===== src/rtl/sram_port_arbiter_pkg.sv =====
// Shared definitions for the IF/MEM single-port SRAM arbiter.
// Holds the response-owner encoding and the default starvation bound.
package sram_port_arbiter_pkg;

  typedef enum logic [1:0] {
    OWN_NONE = 2'd0,
    OWN_IF   = 2'd1,
    OWN_MEM  = 2'd2
  } owner_e;

  localparam int unsigned DEFAULT_MAX_DATA_RUN = 4;
  localparam int unsigned RUN_CNT_W            = 4;

  // Saturating increment of the MEM run counter.
  function automatic logic [RUN_CNT_W-1:0] run_inc(
    input logic [RUN_CNT_W-1:0] cnt,
    input logic [RUN_CNT_W-1:0] limit
  );
    if (cnt < limit) begin
      return RUN_CNT_W'(cnt + 1'b1);
    end
    return limit;
  endfunction

endpackage


===== src/rtl/sram_port_arbiter_grant.sv =====
// Grant decision, MEM run counter and read-response ownership tracking.
// Grants are combinational; response owner and run count are registered.
module port_grant_ctrl
  import sram_port_arbiter_pkg::*;
#(
  parameter int unsigned MAX_DATA_RUN = DEFAULT_MAX_DATA_RUN
) (
  input  logic       clk,
  input  logic       reset,
  input  logic       if_req,
  input  logic       mem_req,
  input  logic [3:0] mem_wen,
  output logic       grant_if,
  output logic       grant_mem,
  output logic [1:0] resp_owner
);

  localparam logic [RUN_CNT_W-1:0] MAX_RUN = RUN_CNT_W'(MAX_DATA_RUN);

  owner_e                 resp_owner_d, resp_owner_q;
  logic [RUN_CNT_W-1:0]   run_cnt_d, run_cnt_q;

  // Reset forces both grants low so the SRAM pins and stalls stay quiet.
  always_comb begin
    grant_mem = 1'b0;
    grant_if  = 1'b0;
    if (!reset) begin
      grant_mem = mem_req & (!if_req | (run_cnt_q < MAX_RUN));
      grant_if  = if_req & !grant_mem;
    end
  end

  always_comb begin
    resp_owner_d = OWN_NONE;
    if (grant_if) begin
      resp_owner_d = OWN_IF;
    end else if (grant_mem && (mem_wen == 4'b0000)) begin
      resp_owner_d = OWN_MEM;
    end
  end

  always_comb begin
    run_cnt_d = run_cnt_q;
    if (grant_if || !if_req) begin
      run_cnt_d = '0;
    end else if (grant_mem) begin
      run_cnt_d = run_inc(run_cnt_q, MAX_RUN);
    end
  end

  always_ff @(posedge clk) begin
    if (reset) begin
      resp_owner_q <= OWN_NONE;
      run_cnt_q    <= '0;
    end else begin
      resp_owner_q <= resp_owner_d;
      run_cnt_q    <= run_cnt_d;
    end
  end

  assign resp_owner = resp_owner_q;

endmodule


===== src/rtl/sram_port_arbiter.sv =====
// Shares one single-port SRAM between instruction fetch and MEM-stage access.
// MEM has priority; a bounded run counter guarantees IF forward progress.
module sram_port_arbiter
  import sram_port_arbiter_pkg::*;
#(
  parameter int unsigned ADDR_W       = 32,
  parameter int unsigned DATA_W       = 32,
  parameter int unsigned MAX_DATA_RUN = DEFAULT_MAX_DATA_RUN
) (
  input  logic              clk,
  input  logic              reset,
  input  logic              if_req,
  input  logic [ADDR_W-1:0] if_addr,
  output logic              if_stall,
  output logic              if_rvalid,
  output logic [DATA_W-1:0] if_rdata,
  input  logic              mem_req,
  input  logic [3:0]        mem_wen,
  input  logic [ADDR_W-1:0] mem_addr,
  input  logic [DATA_W-1:0] mem_wdata,
  output logic              mem_stall,
  output logic              mem_rvalid,
  output logic [DATA_W-1:0] mem_rdata,
  output logic              sram_en,
  output logic [3:0]        sram_wen,
  output logic [ADDR_W-1:0] sram_addr,
  output logic [DATA_W-1:0] sram_wdata,
  input  logic [DATA_W-1:0] sram_rdata
);

  logic       grant_if;
  logic       grant_mem;
  logic [1:0] resp_owner;

  port_grant_ctrl #(
    .MAX_DATA_RUN(MAX_DATA_RUN)
  ) u_grant (
    .clk       (clk),
    .reset     (reset),
    .if_req    (if_req),
    .mem_req   (mem_req),
    .mem_wen   (mem_wen),
    .grant_if  (grant_if),
    .grant_mem (grant_mem),
    .resp_owner(resp_owner)
  );

  always_comb begin
    sram_en    = 1'b0;
    sram_wen   = '0;
    sram_addr  = '0;
    sram_wdata = '0;
    if (grant_mem) begin
      sram_en    = 1'b1;
      sram_wen   = mem_wen;
      sram_addr  = mem_addr;
      sram_wdata = mem_wdata;
    end else if (grant_if) begin
      sram_en    = 1'b1;
      sram_addr  = if_addr;
    end
  end

  assign if_stall  = !reset & if_req  & !grant_if;
  assign mem_stall = !reset & mem_req & !grant_mem;

  // A read granted just before reset is dropped, so rvalid is masked by reset.
  assign if_rvalid  = !reset & (resp_owner == OWN_IF);
  assign mem_rvalid = !reset & (resp_owner == OWN_MEM);
  assign if_rdata   = sram_rdata;
  assign mem_rdata  = sram_rdata;

endmodule


===== config.mk =====
export PLATFORM = sky130hd
export DESIGN_NAME = sram_port_arbiter
export DESIGN_NICKNAME = d
export VERILOG_FILES = /design/src/rtl/sram_port_arbiter_pkg.sv /design/src/rtl/sram_port_arbiter_grant.sv /design/src/rtl/sram_port_arbiter.sv
export SDC_FILE = /design/constraint.sdc
export NUM_CORES = 1
export LEC_CHECK = 0
export CORE_AREA = 2 2 107 109
export CTS_BUF_LIST = sky130_fd_sc_hd__clkbuf_4
export CTS_CLUSTER_DIAMETER = 40
export DETAILED_ROUTE_END_ITERATION = 7
export DIE_AREA = 0 0 109 111
export DONT_BUFFER_PORTS = 1
export GPL_ROUTABILITY_DRIVEN = 0
export SYNTH_ARGS = -nofsm -noshare
export SYNTH_HDL_FRONTEND = slang
export SYNTH_HIERARCHICAL = 1
export SYNTH_SLANG_ARGS = --single-unit

===== constraint.sdc =====
create_clock -name clk -period 2.7 [get_ports clk]
set_input_delay 0.54 -clock clk [delete_from_list [all_inputs] [get_ports clk]]
set_output_delay 0.54 -clock clk [all_outputs]
set_load 0.005 [all_outputs]

### Yosys cells after proc, flatten, opt, wreduce, memory -nomap -nowiden

Cells that the tools add are included.

* flip-flop bits (word level): 6
* input port bits: 136
* output and inout bits: 137
* logic and storage cells: 41

* add/sub/neg operators: 1
* order comparisons: 1
* eq/ne operators: 2
* muxes and demuxes: 15
* bitwise logic cells: 9
* reduce and logical (&&, ||, !) cells: 10

Operators by type and width (count)
* 2-to-1 mux 32 bit: 3
* 2-to-1 mux 4 bit: 3
* AND 1 bit: 8
* 2-to-1 mux 1 bit: 8
* logical NOT 1 bit: 5
* adder 4 x 1 -> 4 bit, second input constant: 1
* logical NOT 4 bit: 1
* less-than comparator 4 x 3 -> 1 bit, second input constant: 1
* OR reduction 2 bit: 2
* equality test 2 x 1 -> 1 bit, second input constant: 1
* equality test 2 bit, second input constant: 1
* 2-to-1 mux 2 bit: 1
* logical AND 1 bit: 1
* logical OR 1 bit: 1
* OR 1 bit: 1

### Longest topological paths before layout

Gate-level depths: netlist of the first run.

* word-level depth: 9
* gate-level depth with buffers: 7

### By module

The synthesis of the first run kept the hierarchy.

By module, submodules not included
* sram_port_arbiter: times used 1, cells an instance 150, area each 1117.3 µm², sequential area each 0.0 µm²
* port_grant_ctrl: times used 1, cells an instance 20, area each 224.0 µm², sequential area each 120.1 µm²

### Least setup slack after synthesis of the first run

OpenSTA, ideal clock, no wires.

* path type: input -> output
* start: input mem_req
* end: output sram_addr[10]
* arrival time: 1376 ps
* setup slack: 784 ps
* stages on the path: 7
* cell sequence: nor2b_4 -> and2_1 -> buf_6 -> nor2b_2 -> buf_6 -> buf_6 -> a22o_1

RTL lines
* start: declaration: RTL line sram_port_arbiter.sv:17 `input logic mem_req,`
* AND 1 bit: RTL line sram_port_arbiter_grant.sv:28 `grant_mem = mem_req & (!if_req | (run_cnt_q < MAX_RUN));`
* 2-to-1 mux 1 bit: RTL line sram_port_arbiter_grant.sv:27 `if (!reset) begin`
* net grant_mem: RTL line sram_port_arbiter.sv:32 `logic grant_mem;`
* 2-to-1 mux 32 bit: RTL line sram_port_arbiter.sv:53 `if (grant_mem) begin`
* end: declaration: RTL line sram_port_arbiter.sv:26 `output logic [ADDR_W-1:0] sram_addr,`

The timed path passes the listed nets, and every way through them passes these cells.

### Worst setup path in the final report of the first run

* start: register u_grant.run_cnt_q[2]
* end: output sram_addr[15]

RTL lines
* start: declaration: RTL line sram_port_arbiter_grant.sv:21 `logic [RUN_CNT_W-1:0] run_cnt_d, run_cnt_q;`
* start signal: assignment: RTL line sram_port_arbiter_grant.sv:57 `run_cnt_q <= run_cnt_d;`
* less-than comparator 4 x 3 -> 1 bit: RTL line sram_port_arbiter_grant.sv:28
* OR 1 bit: RTL line sram_port_arbiter_grant.sv:28
* AND 1 bit: RTL line sram_port_arbiter_grant.sv:28
* 2-to-1 mux 1 bit: RTL line sram_port_arbiter_grant.sv:27
* net grant_mem: RTL line sram_port_arbiter.sv:32
* 2-to-1 mux 32 bit: RTL line sram_port_arbiter.sv:53

The timed path passes the listed nets, and every way through them passes these cells.

==> impl_results.md, run 1 <==
- Top delay family on crit path: simple AND/OR/NAND/NOR gates
- Syn_area_per_cell: around 7.9 um2
- Status: finished, final reports clean
- Clock skew: 0.005549 ns
- Fill count: 1278
- Worst hold path type: input pin to flop
- Crit path max fanout: 42
- Antenna viol nets, final: 0
- Max Cap Viol: 0
- First-iteration detailed-routing DRC count: 23
- Yosys warnings: 6
- CP max stage delay: 0.51 ns
- Port Buffers: 0
- Initial Utilization: 0.1211
- Via count: 925
- Pwr Density: 269.5 nW/um2
- Met1 Use GR: 0.06372
- RSZ-0062 raised after global routing: false
- First-pass GRT wire length: 4.864 mm
- Required time of the critical path: 2.16 ns
- Clk root buf: clkbuf_4
- Arr. time, crit path: 1.94 ns
- Layout cell share with drive strength beyond 1: 0.1100
- DIE AREA: approximately 12000 um2
- Core footprint: 11080 um2
- Fmax: 0.4033 GHz
- Vias in the first global route: approximately 850
- Worst Max-Slew Pin Slew: 0.5122 ns
- Slew margin rel.: 0.6585
- Sinks on Clock Net: 6
- Part of the Yosys area used for sequential elements: 0.08955
- Syn nets: about 300
- Placed inst area: a little under 1000 um2
- WP buf/inv: 1
- Worst-path clk slew: approximately 0.04 ns
- Leak Pwr: roughly 0.00037 uW
- Final Setup Violations: 0
- Die X: around 110 um
- Final wirelength: between 3 and 4 mm
- Final cell count without fillers: between 200 and 250
- Hold Slack: slightly below 0.4 ns
- IO Count: 273
- DRC: 0
- Tcrit/Tclk final: 0.9183
- Synthesis-stage register bit count: 6
- CTS H-Tree Depth: 1
- GRT met3 Usage: 0.01411
- DR WL/cell: 15.44 um
- CTS max path bufs: 2
- Antenna violations before repair: 0
- Worst-Skew Late Latency: 0.25 ns
- Largest net degree at the start of global routing: 43
- Syn Inst Count: 170
- VDD IR max: between 0.2 and 0.25 mV
- Final hold viol count: 0
- Die Ht: 111 um
- CTS resizes: 0
- Placed insts: 240
- Final Net Count: 239
- Dpl ws: 0.3130 ns
- Core Rows: 39
- Synthesis-to-finish area growth: -24.53%
- CP Capture Type: primary output
- CTS tree: yes
- Setup Buffers After CTS: 0
- Vias/cell: 3.807
- Final worst slack: ~0.22 ns
- Final Slew Violations: 0
- Fin area: between 1000 and 1500 um2
- GRT overflow: 0
- Sum Neg Setup Slack: 0 ns
- Tmin final: about 2.5 ns
- GRT Max-Usage Layer: met2
- GRT Total Usage: 0.05325
- Slowest cell on the critical path: and2_2
- Setup crit start kind: flop
- Worst path cell trace: o21ai_0 -> and2_2 -> buf_4 -> a22o_1
- Hold-fix buffers, CTS: 0
- Critical path type: flop to primary output
- Number of distinct library cells after synthesis: 21
- Total CTS buffers: 3
- Antenna cells: 0
- DR pass1 iterations: 4
- Met2 usage: 0.08075
- Netlist Area Pre-Place: 1341 um2
[sequential cells by signal (all words and copies together) (netlist names)]
register            cells
u_grant/run_cnt_q       4
u_grant/resp_owner      2
[final timing paths]
kind | from | endpoint | cells after the start | slack (ns)
hold reg to reg | u_grant/run_cnt_q[0] | u_grant/run_cnt_q[0] | 1 | 0.57
setup reg to reg | u_grant/run_cnt_q[0] | u_grant/run_cnt_q[1] | 2 | 1.86
hold / removal | mem_req | u_grant/resp_owner[0] | 1 | 0.40
setup / recovery | u_grant/run_cnt_q[2] | sram_addr[15] | 4 | 0.22
[Yosys cell counts]
| cell | instances | share of area |
|---|---|---|
| o21ai_0 | 1 | 0.0037 |
| nand2b_1 | 1 | 0.0047 |
| and4b_1 | 1 | 0.0075 |
| and2_1 | 37 | 0.17 |
| a22o_1 | 32 | 0.21 |
| or2_2 | 1 | 0.0047 |
| nor3b_1 | 4 | 0.022 |
| nor4_1 | 1 | 0.0047 |
| nor2b_4 | 1 | 0.010 |
| dfxtp_1 | 6 | 0.090 |
| a21oi_1 | 2 | 0.0075 |
| ha_1 | 1 | 0.0093 |
| and3_1 | 1 | 0.0047 |
| buf_2 | 3 | 0.011 |
| nor2_2 | 1 | 0.0047 |
| clkbuf_1 | 4 | 0.011 |
| buf_6 | 5 | 0.042 |
| nor2b_2 | 1 | 0.0065 |
| and4_1 | 2 | 0.013 |
| buf_4 | 64 | 0.36 |
| conb_1 | 1 | 0.0028 |
[final cells by class]
| cell class | instances | area [um2] | share of cell area |
|---|---|---|---|
| multi-input cells | 88 | 655.6 | 0.6477 |
| flip-flops and latches | 6 | 120.1 | 0.1187 |
| well taps | 143 | 178.9 | 0.1768 |
| repair buffers | 3 | 35.03 | 0.03461 |
| clock buffers | 3 | 22.52 | 0.02225 |
[cell usage in the layout (no fill, tap or decap)]
cell type,synthesis,layout
nor2b_4,1,1
buf_4,64,2
and2_2,0,1
and4_1,2,2
or2_2,1,1
and4b_1,1,1
dfxtp_1,6,6
a21oi_1,2,2
nor2b_2,1,1
o21ai_0,1,1
and2_1,37,36
nor4_1,1,1
nor2_2,1,1
nand2b_1,1,1
ha_1,1,1
and3_1,1,1
clkbuf_4,0,3
conb_1,1,1
nor3b_1,4,4
buf_12,0,1
a22o_1,32,32
[worst reg2reg max path, delay by kind of cell (launching register included)]
kind          cells  cell delay (ns)
simple gates      1             0.14
flops             1             0.31
fa+ha+maj         1             0.28
[through the flow]
step	total power (uW)	util
after floorplan	256.3	-
after global placement	189.9	0.08935
after detailed placement	191.6	0.08935
after CTS	277.9	0.09138
after global routing	293.5	0.09138
final	272.8	0.09138
[logic make-up after synthesis]
| family | Yosys count | synth area share |
|---|---|---|
| simple gates | 51 | 0.2556 |
| fa+ha+maj | 1 | 0.009327 |
| buf+inv | 76 | 0.4226 |
| compound gates | 35 | 0.2201 |
| flops | 6 | 0.08956 |
| other cells | 1 | 0.002796 |
[power by group]
part	switching, uW	internal, uW	total, uW	leakage [uW]
Clock	33.6	50.3	84.0	0.0000138
Combinational	53.5	42.9	96.4	0.000305
Sequential	1.28	91.1	92.4	0.0000490
Total	88.4	184	273	0.000368
[per-layer routing]
layer / part of all wire / vias to the layer above
li1: - / 375
met1: 0.36 / 429
met2: 0.48 / 99
met3: 0.11 / 22
met4: 0.048 / 0
met5: 0 / -
Note: power is estimated with default switching activity, not from simulation.
==> run 2, diff against run 1 <==
Settings changed: ABC_AREA set to 1.
==> run 2 against run 1 <==
Combinational power up 9%. Clock skew barely moved. Synthesized area increased by 13%. Sequential power is 0.6% higher. Die area unchanged. Highest routed layer unchanged. Flip-flop and latch count did not move. Total power up 2.7%.
==> impl_results.md, run 2 <==
- IO Count: 273 (unchanged)
- Pwr Density: 239.2 nW/um2 (-11%)
- Critical path type: flop to primary output
- RSZ-0062 raised after global routing: false
- Setup Buffers After CTS: 0 (unchanged)
- Final Setup Violations: 0 (unchanged)
- Worst hold path type: input pin to flop
- Vias in the first global route: 1113 (+32%)
- DRC: 0 (unchanged)
- CP max stage delay: 0.42 ns (-0.09 ns)
- Port Buffers: 0 (unchanged)
- Max reg flops: 4 (unchanged)
- Die Ht: 111 um (unchanged)
- Worst path cell trace: o21ai_2 -> nand3_2 -> inv_2 -> inv_2 -> nand3_1 -> nand2_1
- Clk root buf: clkbuf_4
- Final Slew Violations: 0 (unchanged)
- Required time of the critical path: 2.16 ns (about the same)
- Yosys warnings: 6 (unchanged)
- Hold_sp: mem_req
- Syn Inst Count: 282 (+66%)
- Layout cell share with drive strength beyond 1: 0.05742 (-0.05258)
- Register area: 120.1 um2 (unchanged)
- Commonest non-fill, non-tap cell in the layout: nand2_1
- CTS max path bufs: 2 (unchanged)
- First-iteration detailed-routing DRC count: 99 (+330%)
- Reg2reg path depth: 3 (+1)
- Die X: 109 um (unchanged)
- Cell with the most instances after synthesis: nand2_1
- Fin util: 0.1057 (+0.01435)
- Area leader, netlist: buf_4
- Dpl hpwl: 3.651 mm
- Post-layout power: 280.2 uW (+2.7%)
- First-pass GRT wire length: 5.892 mm (+21%)
- Largest cells by area after synthesis: buf_4 (33%), nand2_1 (26%), nand3_1 (11%), inv_1 (9.9%), dfxtp_1 (7.9%)
- Netlist Area Pre-Place: 1518 um2 (+13%)
- Initial Utilization: 0.1370 (+0.01593)
- Hold Slack: 0.4007 ns (+0.002762 ns)
- Fmax: 0.4561 GHz (+13%)
- Levels on crit path: 6 (+2)
- Final hold viol count: 0 (unchanged)
- CTS H-Tree Depth: 1 (unchanged)
- Synth top cells by count: nand2_1 (104), buf_4 (67), inv_1 (40)
- Slew margin rel.: 0.6080 (-0.05050)
- Antenna violations before repair: 0 (unchanged)
- Status: finished, final reports clean
- GRT overflow: 0 (unchanged)
- Antenna cells: 0 (unchanged)
- Worst Max-Slew Pin Slew: 0.5880 ns (+0.07575 ns)
- Syn nets: 419 (+36%)
- Crit. Startpoint: u_grant/run_cnt_q[2]
- Most frequent CP cell: inv_2
- Top cell type's share of synthesized area: 0.3314 (-0.02680)
- CTS resizes: 0 (unchanged)
- Most frequent cells in the layout: nand2_1 (104), inv_1 (39), nand3_1 (32), nor2_1 (8), dfxtp_1 (6)
- Reg-to-Reg Start: u_grant/run_cnt_q[2]
- Core footprint: 11080 um2 (unchanged)
- Most used flip-flop cell after synthesis: dfxtp_1
- Top delay family on crit path: buffers and inverters
- Slowest cell on the critical path: inv_2
- Crit path max fanout: 33 (-21%)
- Part of the Yosys area used for sequential elements: 0.07914 (-0.01041)
- Tmin final: 2.192 ns (-0.2869 ns)
- CTS tree: yes
- Number of distinct library cells after synthesis: 19 (-9.5%)
- Syn_area_per_cell: 5.382 um2 (-32%)
- Sinks on Clock Net: 6 (unchanged)
- Worst-path clk slew: 0.05 ns (about the same)
- Count of flip-flops with a built-in enable after synthesis: 0 (unchanged)
- Final Net Count: 348 (+46%)
- Clock skew: 0.005748 ns (+0.0001995 ns)
- Largest net degree at the start of global routing: 43 (unchanged)
- Hold-fix buffers, CTS: 0 (unchanged)
- Final wirelength: 4.409 mm (+17%)
- Vias/cell: 3.858 (+1.3%)
- Via count: 1358 (+47%)
- Max Cap Viol: 0 (unchanged)
- Setup crit start kind: flop
- Reg2reg setup slack: 1.85 ns (about the same)
- Synthesis-to-finish area growth: -22.84%
- Async set-reset flop share out of synthesis: 0 (unchanged)
- Antenna viol nets, final: 0 (unchanged)
- Area occupied by multi-input gates: 673.1 um2 (+2.7%)
- VDD IR max: 0.2252 mV (-6.9%)
- DR WL/cell: 12.53 um (-19%)
- Leak Pwr: 0.0007892 uW (+110%)
- Tcrit/Tclk final: 0.8120 (-0.1063)
- GRT Total Usage: 0.06266 (+0.009406)
- Total CTS buffers: 3 (unchanged)
- DR pass1 iterations: 4 (unchanged)
- CP Capture Type: primary output
- WP buf/inv: 2 (+1)
- Core Rows: 39 (unchanged)
- Fin area: 1171 um2 (+16%)
- Worst-Skew Late Latency: 0.24 ns (about the same)
- Placed inst area: 1149 um2 (+16%)
- Synthesis-stage register bit count: 6 (unchanged)
- Fill count: 1289 (+0.86%)
- Arr. time, crit path: 1.65 ns (-0.29 ns)
- Largest Register: u_grant/run_cnt_q
- Sum Neg Setup Slack: 0 ns (unchanged)
- DIE AREA: 12100 um2 (unchanged)
- Hold-critical path depth: 1 (unchanged)
-- run 2: cell count changes after synthesis, sizes merged, moves of 3 or more --
cell	before	now
a22o	32	0
and2	37	0
buf	72	79
clkbuf	4	0
inv	0	41
nand2	0	104
nand3	0	33
nor2	1	9
nor3b	4	1
-- run 2: final timing paths --
kind,end
worst min register to register,u_grant/run_cnt_q[0]
worst max register to register,u_grant/resp_owner[1]
worst min-delay path,u_grant/resp_owner[0]
worst max-delay path,sram_addr[18]
-- run 2: where the power goes --
group,switching [uW],leakage (uW),internal (uW)
Sequential,1.72,0.0000490,91.3
Combinational,76.8,0.000726,28.4
Clock,31.7,0.0000138,50.2
-- run 2: cells by family (layout without fill, tap and decap cells) --
| family | count (synthesis) | after routing | share of synthesized area |
|---|---|---|---|
| AO/OA/AOI/OAI | 3 | 3 | 0.01237 |
| adder cells (fa/ha/maj) | 1 | 1 | 0.008243 |
| buffers and inverters | 120 | 47 | 0.4847 |
| flip-flops | 6 | 6 | 0.07915 |
| other | 1 | 1 | 0.002471 |
| AND/OR/NAND/NOR | 151 | 151 | 0.4130 |
-- run 2: per-layer routing --
layer	track usage	wire length [um]
met1	0.07914	1674
met2	0.09110	1957
met5	0	0
met3	0.02058	572
met4	0.03761	205
-- run 2: cell type report --
| type | count | share of cell area |
|---|---|---|
| Multi-Input combinational cell | 156 | 0.5748 |
| Tap cell | 143 | 0.1528 |
| Sequential cell | 6 | 0.1026 |
| Timing Repair Buffer | 3 | 0.01923 |
| Inverter | 41 | 0.1314 |
| Clock buffer | 3 | 0.01923 |
-- run 2: through the flow --
stage                     instances  worst slack (ns)
final                           352            0.5076
after global placement          349            0.6361
after floorplan                 282            0.9069
after CTS                       352            0.4827
after global routing            352            0.3359
after detailed placement        349            0.6023
